===== config.mk =====
export PLATFORM = sky130hd
export DESIGN_NAME = bcd_cout_apb_reader
export DESIGN_NICKNAME = d
export VERILOG_FILES = /design/src/rtl/bcd_cout_apb_reader.sv
export SDC_FILE = /design/constraint.sdc
export NUM_CORES = 1
export LEC_CHECK = 0
export ABC_AREA = 1
export CORE_MARGIN = 2
export CORE_UTILIZATION = 45
export CTS_BUF_LIST = sky130_fd_sc_hd__clkbuf_16
export DETAILED_ROUTE_END_ITERATION = 12
export GPL_ROUTABILITY_DRIVEN = 0
export PLACE_DENSITY = 0.75
export SETUP_SLACK_MARGIN = 0.2
export SLEW_MARGIN = 10
export SYNTH_ARGS = -nofsm -noshare
export SYNTH_HDL_FRONTEND = slang
export SYNTH_SLANG_ARGS = --single-unit

===== constraint.sdc =====
create_clock -name clk -period 1.89 [get_ports clk]
set_input_delay 0.567 -clock clk [delete_from_list [all_inputs] [get_ports clk]]
set_output_delay 0.567 -clock clk [all_outputs]
set_load 0.05 [all_outputs]

===== src/rtl/bcd_cout_apb_reader.sv =====
// rtl/bcd_cout_apb_reader.sv - BCD carry tally behind an 8-bit APB slave with coherent snapshot reads
module bcd_cout_apb_reader #(
  parameter int APB_ADDR_WIDTH = 8,
  parameter int APB_DATA_WIDTH = 8,
  parameter int NUM_DIGITS     = 4
) (
  input  logic                      clk,
  input  logic                      rstn,
  input  logic [3:0]                cnt_in,
  input  logic                      cout_in,
  input  logic                      psel,
  input  logic                      penable,
  input  logic                      pwrite,
  input  logic [APB_ADDR_WIDTH-1:0] paddr,
  input  logic [APB_DATA_WIDTH-1:0] pwdata,
  output logic [APB_DATA_WIDTH-1:0] prdata,
  output logic                      pready,
  output logic                      pslverr,
  output logic                      ovf_irq
);

  // Units digit plus NUM_DIGITS tally digits, packed two per SNAP byte.
  localparam int NBYTES = (NUM_DIGITS + 2) / 2;
  localparam int NVIEW  = 2 * NBYTES;
  localparam logic [2:0] LAST_OFF = 3'(1 + NBYTES);

  logic                       cout_q;
  logic                       en_q, en_d;
  logic                       irq_en_q, irq_en_d;
  logic                       ovf_q, ovf_d;
  logic [NUM_DIGITS-1:0][3:0] tally_q, tally_d;
  logic [NUM_DIGITS-1:0][3:0] shadow_q, shadow_d;

  logic [NUM_DIGITS-1:0][3:0] inc_val;
  logic                       wrap;
  logic [NVIEW-1:0][3:0]      snap_view;
  logic [7:0]                 rdata;
  logic [2:0]                 off;
  logic                       hit, access, wr_en, rd_en;
  logic                       carry_ev, clr, ovf_set;
  logic                       unused_pwdata;

  assign off      = paddr[2:0];
  assign hit      = ((paddr >> 3) == '0) && (off <= LAST_OFF);
  assign access   = psel & penable;
  assign wr_en    = access & pwrite & hit;
  assign rd_en    = access & ~pwrite & hit;
  assign carry_ev = cout_in & ~cout_q;
  assign clr      = wr_en && (off == 3'd0) && pwdata[1];
  assign ovf_set  = carry_ev && en_q && !clr && wrap;

  assign pready        = 1'b1;
  assign pslverr       = access & ~hit;
  assign ovf_irq       = ovf_q & irq_en_q;
  assign unused_pwdata = ^pwdata[APB_DATA_WIDTH-1:3];

  // Full-ripple BCD increment of the tally; wrap flags the all-nines rollover.
  always_comb begin : inc_blk
    logic c;
    inc_val = tally_q;
    c       = 1'b1;
    for (int i = 0; i < NUM_DIGITS; i++) begin
      if (c) begin
        if (tally_q[i] == 4'd9) begin
          inc_val[i] = 4'd0;
        end else begin
          inc_val[i] = tally_q[i] + 4'd1;
          c          = 1'b0;
        end
      end
    end
    wrap = c;
  end

  // Next state: CLR beats a same-cycle carry, overflow set beats W1C, shadow takes pre-increment tally.
  always_comb begin
    en_d     = en_q;
    irq_en_d = irq_en_q;
    ovf_d    = ovf_q;
    tally_d  = tally_q;
    shadow_d = shadow_q;
    if (wr_en && (off == 3'd0)) begin
      en_d     = pwdata[0];
      irq_en_d = pwdata[2];
    end
    if (clr) begin
      tally_d = '0;
    end else if (carry_ev && en_q) begin
      tally_d = inc_val;
    end
    if (wr_en && (off == 3'd1) && pwdata[0]) begin
      ovf_d = 1'b0;
    end
    if (ovf_set) begin
      ovf_d = 1'b1;
    end
    if (rd_en && (off == 3'd2)) begin
      shadow_d = tally_q;
    end
  end

  // Read view: byte 0x2 is live, higher bytes come from the shadow captured by the 0x2 read.
  always_comb begin
    snap_view    = '0;
    snap_view[0] = cnt_in;
    for (int i = 1; i <= NUM_DIGITS; i++) begin
      snap_view[i] = shadow_q[i-1];
    end
    snap_view[1] = tally_q[0];
  end

  // Register read mux; data only driven during a mapped access phase.
  always_comb begin
    rdata = 8'h00;
    case (off)
      3'd0:    rdata = {5'b0, irq_en_q, 1'b0, en_q};
      3'd1:    rdata = {7'b0, ovf_q};
      default: begin
        for (int k = 0; k < NBYTES; k++) begin
          if (off == 3'(k + 2)) begin
            rdata = {snap_view[2*k+1], snap_view[2*k]};
          end
        end
      end
    endcase
    prdata = (access && hit) ? APB_DATA_WIDTH'(rdata) : '0;
  end

  // State registers; edge detector runs regardless of EN.
  always_ff @(posedge clk or negedge rstn) begin
    if (!rstn) begin
      cout_q   <= 1'b0;
      en_q     <= 1'b1;
      irq_en_q <= 1'b0;
      ovf_q    <= 1'b0;
      tally_q  <= '0;
      shadow_q <= '0;
    end else begin
      cout_q   <= cout_in;
      en_q     <= en_d;
      irq_en_q <= irq_en_d;
      ovf_q    <= ovf_d;
      tally_q  <= tally_d;
      shadow_q <= shadow_d;
    end
  end

endmodule


==> key figures <==
Status
  – Status: finished, violations left
  – Failing checks: setup timing

Clock network
  – Clk buf depth: 2
  – CTS hold repair buffers: 0
  – H-tree depth: 2
  – Clock transition at path regs: 50 ps
  – Clk_lat worst skew: 280 ps
  – Num CTS Buffers: 5
  – CTS tree: yes
  – Clk root buf: clkbuf_16
  – Clk sinks: 32

Drt
  – Via count: 2,126
  – Via density per instance: 5.34
  – DR pass1 iterations: 4
  – DR iter-0 viols: 158
  – Detail Route Antenna Nets: 0
  – Post-Route WL: 5.90 mm
  – Routed WL per cell: 14.8 um
  – DRC: 0

Floorplanning
  – Num ports: 37
  – Number of core rows: 24
  – Die X: 71.6 um
  – Starting density of the core: 46.9%
  – DIE AREA: 5120 um2
  – Chip height: 71.6 um
  – CORE AREA: 4380 um2

Place
  – Post-detail-place hpwl: 3.61 mm
  – DP Area: 2800 um2
  – I/O Buffers: 30

Worst hold path
  – Hold depth: 2
  – Hold Path Class: reg2reg

Worst setup path
  – Worst setup SP type: primary input
  – Critical path's largest stage delay: 320 ps
  – Worst setup EP type: output port
  – Critical path's slowest cell: nor3_4
  – Critical path class: in2out
  – Crit path DAT: 1700 ps
  – Worst path cell trace: buf_2 -> nor2_4 -> nand3_4 -> nor3_4 -> nand3_4 -> nor2_4 -> buf_12
  – Crit path required time: 1320 ps
  – FF-to-FF path depth: 9
  – Worst-path maximum fanout: 4

Power
  – Leak Pwr: 0.00153 uW
  – Power Total: 1620 uW
  – Pwr dens: 498 nW/um2
  – Max rail drop VDD: 586 uV

Finish
  – ANT cells: 0
  – Synthesis-to-layout area growth: 58.5%
  – Layout Nets: 380
  – Final Util: 74.3%
  – Design area: 3260 um2
  – Layout cells sized above 1: 39.0%

Synth
  – Complex-gate fraction of the synthesized area: 8.71%
  – Adder-cell share of the synthesized area: 4.87%
  – Multiplexer share of the synthesized area: 0%
  – Post-synth top flop: dfrtp_1
  – Ys async rst share: 100%
  – Post-synth EDFFs: 0
  – Post-synthesis sequential area ratio: 39.0%
  – Synthesized flop and latch total: 32
  – Synth warn: 0
  – Simple-gate portion of the synthesized area: 37.2%
  – Synth Area in XOR/XNOR: 1.28%
  – Post-synthesis cell type count: 36
  – Gate Count Post-Synth: 273
  – Main combinational cell family by area after synthesis: simple AND/OR/NAND/NOR gates
  – Mapped cell area: 2050 um2
  – Post-Syn Area per Cell: 7.53 um2
  – Syn Nets: 307

Timing
  – Max Fclk: 442 MHz
  – Hold Fails Final Rpt: 0
  – Final Critical Period: 2260 ps
  – RSZ-0062 raised after global routing: true
  – Max Slew Vio Count: 0
  – Final worst slack: -372 ps
  – Period utilization: 120%
  – Clk_skew: 5.96 ps
  – Setup-failing EPs final: 9
  – Worst hold slack: 493 ps

Global route
  – Initial antenna violation count: 0
  – GRT Util Overall: 21.5%
  – First-pass GRT wire length: 8.59 mm
  – Grt ovf: 0
  – Vias in the first global route: 1,923
  – Pin count of the biggest net entering global routing: 33

Run
  – Max cap viols: 0
[placed cells by master, fill, tap and decap left out, types with 2 or more instances in the layout]
cell type | Yosys | final
buf_12 | 0 | 13
clkdlybuf4s50_1 | 0 | 10
nand3_2 | 2 | 13
o21ai_1 | 2 | 2
nand3_1 | 37 | 24
a21oi_1 | 8 | 8
nand2_2 | 3 | 12
nand3_4 | 0 | 2
nand2_1 | 74 | 63
dfrtp_1 | 31 | 31
nand2_4 | 1 | 3
clkinv_1 | 0 | 2
dlygate4sd2_1 | 0 | 2
inv_2 | 6 | 7
xnor2_1 | 2 | 2
clkbuf_16 | 0 | 7
ha_1 | 8 | 8
nor2_2 | 3 | 3
a22oi_1 | 4 | 4
buf_4 | 1 | 31
nand4_1 | 5 | 5
nor2_4 | 3 | 14
nor2_1 | 24 | 13
o21ai_2 | 8 | 8
inv_1 | 30 | 28
nand2_8 | 0 | 3
buf_2 | 2 | 3
o21ai_0 | 3 | 3
buf_6 | 2 | 7
[stage by stage]
step	setup TNS (ps)	cells	worst slack [ps]
6_report	-2990	398	-372
5_1_grt	-3850	398	-434
4_1_cts	-2720	391	-351
3_5_place_dp	-17550	376	-793
3_3_place_gp	-16450	376	-731
2_1_floorplan	-2420	273	-326
[state kept, by name, summed over array words and instances, names as in the netlist]
register / count
cout_q: 1
irq_en_q: 1
ovf_q: 1
en_q: 1
snap_view: 4
shadow_q: 12
tally_q: 12
[cells in the mapped netlist, types with 2 or more instances]
cell type / instances / area [um2]
ha_1: 8 / 100
nor2_2: 3 / 18.8
nand3_2: 2 / 20.0
inv_1: 30 / 113
nand2_2: 3 / 18.8
nor2_4: 3 / 33.8
nand4_1: 5 / 31.3
nor2_1: 24 / 90.1
dfrtp_1: 31 / 776
buf_6: 2 / 22.5
o21ai_0: 3 / 15.0
nand2_1: 74 / 278
a22oi_1: 4 / 30.0
buf_2: 2 / 10.0
a21oi_1: 8 / 40.0
o21ai_2: 8 / 70.1
xnor2_1: 2 / 17.5
inv_2: 6 / 22.5
nand3_1: 37 / 185
o21ai_1: 2 / 10.0
[worst max-delay path: cells and delay by family]
family / cells / cell delay (ps)
buf+inv: 2 / 260
simple gates: 5 / 860
[layer usage]
layer | routed length, um | vias up | global-route usage (%)
met5 | 0 | - | 0
met4 | 127 | 0 | 6.50
met3 | 262 | 11 | 4.92
met2 | 3090 | 58 | 36.7
met1 | 2420 | 1028 | 27.3
li1 | - | 1029 | -
[cell families (layout without fill, tap and decap cells)]
| family | count (synthesis) | in the layout |
|---|---|---|
| AND/OR/NAND/NOR | 160 | 163 |
| XOR/XNOR | 3 | 3 |
| other | 1 | 1 |
| buffers and inverters | 42 | 112 |
| AO/OA/AOI/OAI | 27 | 27 |
| flip-flops | 32 | 32 |
| adder cells (fa/ha/maj) | 8 | 8 |
[final cells by class]
type	count	area [um2]
flip-flops and latches	32	802
repair buffers	69	769
fillers	288	1130
multi-input cells	202	1350
inverters	36	140
clock inverters	2	7.51
well taps	52	65.1
clock buffers	5	125
[timing repair]
action / CTS / global route
pin swaps: 12 / 11
gates cloned: 1 / 5
resized for setup: 49 / 34
endpoints found under the setup margin: 40 / 33
setup buffers: 7 / 2
[worst paths after layout]
kind	start	end	slack (ps)
setup reg to reg	tally_q[9]	tally_q[13]	130
setup / recovery	paddr[6]	prdata[5]	-370
hold reg to reg	shadow_q[6]	shadow_q[6]	490
min in group asynchronous	rstn	tally_q[12]	660
max in group asynchronous	rstn	en_q	990
hold / removal	shadow_q[6]	shadow_q[6]	490
[where the power goes]
part / switching [uW] / total [uW] / internal, uW
combinational: 92.2 / 181 / 89.1
clock: 273 / 743 / 470
sequential: 6.07 / 698 / 692
total: 372 / 1620 / 1250
No activity file was read; power rests on OpenSTA's default activity.
